===== src/rtl/div_pkg.sv =====
// Shared encodings for the sequential restoring divider.
// State values are fixed so that waveforms and debug tools can decode them.
package div_pkg;

    typedef enum logic [1:0] {
        ST_IDLE = 2'd0,
        ST_RUN  = 2'd1,
        ST_DONE = 2'd2
    } state_t;

endpackage


===== src/rtl/seq_restoring_divider_if.sv =====
// Start/done request bundle between an issuing unit (master) and the divider (slave).
// One request is in flight at a time; a start is taken only while the divider is idle.
interface seq_restoring_divider_if #(
    parameter int BUS_WIDTH = 32
);

    logic                 start;
    logic [BUS_WIDTH-1:0] dividend;
    logic [BUS_WIDTH-1:0] divisor;
    logic                 busy;
    logic                 done;
    logic [BUS_WIDTH-1:0] quotient;
    logic [BUS_WIDTH-1:0] remainder;
    logic                 div_by_zero;

    modport master (
        output start, dividend, divisor,
        input  busy, done, quotient, remainder, div_by_zero
    );

    modport slave (
        input  start, dividend, divisor,
        output busy, done, quotient, remainder, div_by_zero
    );

endinterface


===== src/rtl/seq_restoring_divider_adder.sv =====
// Ripple-carry adder/subtractor: out = a + b, or a - b when add_sub_b is high.
// Purely combinational, no flow control; ovf flags signed overflow of the result.
module ripple_carry_adder #(
    parameter int BUS_WIDTH = 8
) (
    input  logic [BUS_WIDTH-1:0] a,
    input  logic [BUS_WIDTH-1:0] b,
    input  logic                 add_sub_b,
    output logic [BUS_WIDTH-1:0] out,
    output logic                 ovf
);

    logic [BUS_WIDTH-1:0] b_eff;
    logic [BUS_WIDTH:0]   carry;

    always_comb begin
        b_eff    = b ^ {BUS_WIDTH{add_sub_b}};
        carry    = '0;
        carry[0] = add_sub_b;
        out      = '0;
        for (int i = 0; i < BUS_WIDTH; i++) begin
            out[i]       = a[i] ^ b_eff[i] ^ carry[i];
            carry[i + 1] = (a[i] & b_eff[i]) | (carry[i] & (a[i] ^ b_eff[i]));
        end
        ovf = carry[BUS_WIDTH] ^ carry[BUS_WIDTH - 1];
    end

endmodule


===== src/rtl/seq_restoring_divider.sv =====
// Unsigned restoring divider, one quotient bit per cycle: done BUS_WIDTH+1 cycles after accept
// (1 cycle for divide-by-zero); start is ignored unless idle, results held until the next accept.
module seq_restoring_divider
    import div_pkg::*;
#(
    parameter int BUS_WIDTH = 32
) (
    input  logic                   clk,
    input  logic                   rst_n,
    seq_restoring_divider_if.slave bus
);

    localparam int CNT_W = $clog2(BUS_WIDTH + 1);
    localparam int AW    = BUS_WIDTH + 2;

    state_t               state_q, state_d;
    logic [CNT_W-1:0]     cnt_q, cnt_d;
    logic [BUS_WIDTH-1:0] p_q, p_d;
    logic [BUS_WIDTH-1:0] q_q, q_d;
    logic [BUS_WIDTH-1:0] dvs_q, dvs_d;
    logic [BUS_WIDTH-1:0] quo_q, quo_d;
    logic [BUS_WIDTH-1:0] rem_q, rem_d;
    logic                 dbz_q, dbz_d;

    logic [BUS_WIDTH:0]   trial_s;
    logic [AW-1:0]        add_a, add_b, diff;
    logic                 trial_neg;
    logic [BUS_WIDTH-1:0] step_p, step_q;
    logic                 diff_msb_unused;
    logic                 adder_ovf_unused;

    // Two spare bits keep {P, Q[MSB]} - divisor from wrapping even for all-ones operands.
    assign trial_s = {p_q, q_q[BUS_WIDTH-1]};
    assign add_a   = {1'b0, trial_s};
    assign add_b   = {2'b00, dvs_q};

    ripple_carry_adder #(.BUS_WIDTH(AW)) u_trial_sub (
        .a         (add_a),
        .b         (add_b),
        .add_sub_b (1'b1),
        .out       (diff),
        .ovf       (adder_ovf_unused)
    );

    assign trial_neg       = diff[AW-1];
    assign diff_msb_unused = diff[BUS_WIDTH];
    assign step_p          = trial_neg ? trial_s[BUS_WIDTH-1:0] : diff[BUS_WIDTH-1:0];
    assign step_q          = {q_q[BUS_WIDTH-2:0], ~trial_neg};

    always_comb begin
        state_d = state_q;
        cnt_d   = cnt_q;
        p_d     = p_q;
        q_d     = q_q;
        dvs_d   = dvs_q;
        quo_d   = quo_q;
        rem_d   = rem_q;
        dbz_d   = dbz_q;
        unique case (state_q)
            ST_IDLE: begin
                if (bus.start) begin
                    if (bus.divisor == '0) begin
                        state_d = ST_DONE;
                        quo_d   = '1;
                        rem_d   = bus.dividend;
                        dbz_d   = 1'b1;
                    end else begin
                        state_d = ST_RUN;
                        cnt_d   = CNT_W'(BUS_WIDTH);
                        p_d     = '0;
                        q_d     = bus.dividend;
                        dvs_d   = bus.divisor;
                    end
                end
            end
            ST_RUN: begin
                p_d   = step_p;
                q_d   = step_q;
                cnt_d = cnt_q - CNT_W'(1);
                // Visible results only change on the final step.
                if (cnt_q == CNT_W'(1)) begin
                    state_d = ST_DONE;
                    quo_d   = step_q;
                    rem_d   = step_p;
                    dbz_d   = 1'b0;
                end
            end
            ST_DONE: begin
                state_d = ST_IDLE;
            end
            default: begin
                state_d = ST_IDLE;
            end
        endcase
    end

    always_ff @(posedge clk) begin
        if (!rst_n) begin
            state_q <= ST_IDLE;
            cnt_q   <= '0;
            p_q     <= '0;
            q_q     <= '0;
            dvs_q   <= '0;
            quo_q   <= '0;
            rem_q   <= '0;
            dbz_q   <= 1'b0;
        end else begin
            state_q <= state_d;
            cnt_q   <= cnt_d;
            p_q     <= p_d;
            q_q     <= q_d;
            dvs_q   <= dvs_d;
            quo_q   <= quo_d;
            rem_q   <= rem_d;
            dbz_q   <= dbz_d;
        end
    end

    assign bus.busy        = (state_q == ST_RUN);
    assign bus.done        = (state_q == ST_DONE);
    assign bus.quotient    = quo_q;
    assign bus.remainder   = rem_q;
    assign bus.div_by_zero = dbz_q;

endmodule


===== src/flat_wrapper.sv =====
// flat-port wrapper written by rule: the top's interface ports become plain ports
module seq_restoring_divider_flat import div_pkg::*;
#(
    parameter int BUS_WIDTH = 32
)
  (clk, rst_n, bus_start, bus_dividend, bus_divisor, bus_busy, bus_done, bus_quotient, bus_remainder, bus_div_by_zero);
  seq_restoring_divider_if #(.BUS_WIDTH(BUS_WIDTH)) bus_i ();
  input  logic clk;
  input  logic rst_n;
  input wire logic [$bits(bus_i.start)-1:0] bus_start;
  input wire logic [$bits(bus_i.dividend)-1:0] bus_dividend;
  input wire logic [$bits(bus_i.divisor)-1:0] bus_divisor;
  output wire logic [$bits(bus_i.busy)-1:0] bus_busy;
  output wire logic [$bits(bus_i.done)-1:0] bus_done;
  output wire logic [$bits(bus_i.quotient)-1:0] bus_quotient;
  output wire logic [$bits(bus_i.remainder)-1:0] bus_remainder;
  output wire logic [$bits(bus_i.div_by_zero)-1:0] bus_div_by_zero;
  assign bus_i.start = bus_start;
  assign bus_i.dividend = bus_dividend;
  assign bus_i.divisor = bus_divisor;
  assign bus_busy = bus_i.busy;
  assign bus_done = bus_i.done;
  assign bus_quotient = bus_i.quotient;
  assign bus_remainder = bus_i.remainder;
  assign bus_div_by_zero = bus_i.div_by_zero;
  seq_restoring_divider #(.BUS_WIDTH(BUS_WIDTH)) u_core (.clk(clk), .rst_n(rst_n), .bus(bus_i));
endmodule

===== config.mk =====
export PLATFORM = sky130hd
export DESIGN_NAME = seq_restoring_divider_flat
export DESIGN_NICKNAME = d
export VERILOG_FILES = /design/src/rtl/div_pkg.sv /design/src/rtl/seq_restoring_divider_if.sv /design/src/rtl/seq_restoring_divider_adder.sv /design/src/rtl/seq_restoring_divider.sv /design/src/flat_wrapper.sv
export SDC_FILE = /design/constraint.sdc
export NUM_CORES = 1
export LEC_CHECK = 0
export BUFFER_PORTS_ARGS = -buffer_cell sky130_fd_sc_hd__buf_2
export CELL_PAD_IN_SITES_DETAIL_PLACEMENT = 1
export CELL_PAD_IN_SITES_GLOBAL_PLACEMENT = 1
export CORE_UTILIZATION = 43
export DETAILED_ROUTE_END_ITERATION = 8
export PLACE_DENSITY = 0.89
export SYNTH_ARGS = -nofsm -noshare
export SYNTH_HDL_FRONTEND = slang
export SYNTH_SLANG_ARGS = --single-unit
export TNS_END_PERCENT = 30

===== constraint.sdc =====
create_clock -name clk -period 20.3 [get_ports clk]
set_input_delay 6.09 -clock clk [delete_from_list [all_inputs] [get_ports clk]]
set_output_delay 6.09 -clock clk [all_outputs]
set_load 0.01 [all_outputs]

==> metrics.cfg <==
[status]
outcome = finished, final reports clean

[timing]
hold_viol_final = 0
rsz0062_at_grt = false
max_slew.worst_pin.slew_ps = 1268
setup_viol = 0
finalCritPeriodShare_pct = 80.95
drv_slew = 0
relSlewSlack_pct = 15.28
finalSetupTns_ps = 0
fmax_mhz = 60.85
fin_skew_ps = 7.988
fin_crit_ps = 16430

[place]
portBuffers = 133
post_dp_cell_area_um2 = 8333
dp_hpwl_um = 15250
gp_congestion = 0.7964

[layout]
antenna_cells = 0
layout-drive-gt1-share_pct = 22.66
final_nets = 1007
syn_to_final_growth_pct = 16.31
final_common_cell = dfxtp_1
layout_common_cells = dfxtp_1, nand2_1, buf_2
fin_area_um2 = 8896

[cts]
cts_htree_levels = 4
cts_root_buf = clkbuf_16
holdBufCountCts = 0
clock_latency_ps = 430
clk_path_buf_depth = 2
cts.clk_slew.worst_paths_ps = 60
cts_tree = done
post_cts_buffers = 0
numCtsBuffers = 17
cts_resized = 0
cts.sinks = 169

[synthesis]
synth_cell_types = 37
synth-seq-area-share_pct = 44.23
avgSynthCellArea_um2 = 9.362
postSynthCellCount = 817
ys_ff_latch = 169
synthesis.nets = 918
netlist_area_um2 = 7649
yosysWarnings = 0

[power]
leakage_nw = 3.961
internal_power_w = 0.0007041
powerDensity_nw_per_um2 = 129.5
seqPwrFrac_pct = 34.6
p_sw_share_pct = 38.88
net-switching-power_w = 0.0004480
clkPwrFrac_pct = 27.6
combPwrFrac_pct = 37.7
irDropWorstVdd_mv = 0.09921

[detailed_routing]
wl_um = 23180
postRouteAntennaNets = 0
vias_per_cell = 5.815
drt_pass1_iterations = 5
drt_iter0_drc = 714
drt-wirelength-per-cell_um = 20.28
drc_errors = 0
route.vias.total = 6646

[floorplan]
dieHeight_um = 135.4
initial_utilization_pct = 44.07
row_count = 48
core-area_um2 = 17360
dieArea_um2 = 18330
fp.dieW_um = 135.4
io_pins = 134

[min_path]
worst_hold_path_type = flop to flop
holdPathStages = 2

[global_route]
gr-total-overflow = 0
grt_antenna_before_repair = 0
grt_util_all_layers_pct = 26.15
grt_max_degree = 99
first_global_vias = 6714
grt_pass1_wl_um = 36690

[setup_path]
critical_path_class = flop to flop
r2r_cells = 39
cpMostUsedCell = fa_1
crit_buf_inv = 3
crit_cells = 39
cp-start-kind = flop
crit_fanout = 63
required_ps = 20670
cp_data_arrival_time_ps = 16800
max_stage_delay_ps = 820
endpoint_kind = flop
cpLargestDelayFamily = adder cells
cpMaxStageDelayCell = nand2b_2

[flow_run]
cap_violations = 0

==> registers in the layout (all words and copies together), names as in the netlist <==
signal / count
u_core.cnt_q: 6
u_core.bus.quotient: 32
u_core.state_q: 2
u_core.bus.div_by_zero: 1
u_core.q_q: 32
u_core.p_q: 32
u_core.bus.remainder: 32
u_core.dvs_q: 32
==> cell usage after synthesis <==
library cell,n,area share [%]
or3_1,1,0.082
nand4_1,2,0.16
o31ai_4,1,0.28
o2111ai_1,2,0.23
or4_1,2,0.20
o22ai_1,32,2.6
or3_4,1,0.15
nor2_1,7,0.34
a31oi_1,1,0.082
a21oi_1,66,4.3
o31ai_1,1,0.098
nand2b_1,4,0.33
o21ba_2,1,0.13
o21bai_1,1,0.098
buf_2,2,0.13
fa_1,31,8.1
nor4_1,9,0.74
buf_6,5,0.74
dfxtp_1,169,44
nand2_1,137,6.7
o211ai_1,30,2.9
inv_1,39,1.9
clkbuf_1,53,2.6
o21ai_0,67,4.4
buf_4,6,0.59
buf_1,3,0.15
buf_8,1,0.20
o211a_1,31,4.1
o21ai_1,1,0.065
buf_12,1,0.26
nor2b_1,33,2.7
ha_1,3,0.49
o21a_1,3,0.29
o221a_2,31,4.6
and3_1,4,0.33
mux2i_1,35,4.6
a21boi_0,1,0.098
==> per-stage QoR <==
stage | utilization (%) | setup WS, ps | std cells | hold WS (ps) | power (W)
floorplan | - | 4992 | 817 | 439.8 | 0.0006940
CTS | 51.25 | 3771 | 1143 | 468.2 | 0.001154
finish | 51.25 | 3867 | 1143 | 462.3 | 0.001152
detailed placement | 48.01 | 4016 | 1112 | 459.5 | 0.0008095
global route | 51.25 | 3290 | 1143 | 485.1 | 0.001217
global placement | 48.01 | 4346 | 1112 | 447.5 | 0.0007809
==> layer usage <==
layer	track usage [%]	wire (um)	vias up
met5	0	0	-
met4	10.92	673	0
met3	3.966	969	45
met2	41.34	10830	201
met1	35.56	10710	3341
li1	-	-	3059
==> worst reg2reg max path: cells and delay by family, from the launching register on <==
kind / cells / cell delay (ps)
AO/OA/AOI/OAI: 3 / 860
adder cells (fa/ha/maj): 32 / 14110
buffers and inverters: 3 / 210
flip-flops: 1 / 370
AND/OR/NAND/NOR: 1 / 820
==> power groups by stage <==
stage | logic [W] | clock network [W] | registers, W
2_1_floorplan | 0.000299 | 0 | 0.000395
3_3_place_gp | 0.000378 | 0 | 0.000403
3_5_place_dp | 0.000405 | 0 | 0.000404
4_1_cts | 0.000435 | 0.000322 | 0.000398
5_1_grt | 0.000483 | 0.000333 | 0.000402
6_report | 0.000435 | 0.000318 | 0.000399
==> worst paths after layout <==
kind | start | to | slack [ps]
hold reg to reg | u_core.bus.remainder[29] | u_core.bus.remainder[29] | 460
setup reg to reg | u_core.q_q[31] | u_core.bus.remainder[22] | 3870
setup / recovery | u_core.q_q[31] | u_core.bus.remainder[22] | 3870
hold / removal | u_core.bus.remainder[29] | u_core.bus.remainder[29] | 460
==> layout make-up <==
type | count | area (um^2)
flip-flops and latches | 169 | 3383
well taps | 225 | 281.5
fillers | 2027 | 8461
clock inverters | 9 | 98.84
clock buffers | 22 | 464.2
inverters | 39 | 146.4
multi-input cells | 538 | 3794
repair buffers | 141 | 728.2
==> cell families after synthesis <==
family,after synthesis,synth area share (%)
flip-flops,169,44.23
adder cells (fa/ha/maj),34,8.605
multiplexers,35,4.580
AND/OR/NAND/NOR,200,11.75
buffers and inverters,110,6.576
AO/OA/AOI/OAI,269,24.26
No activity file was read; power rests on OpenSTA's default activity.
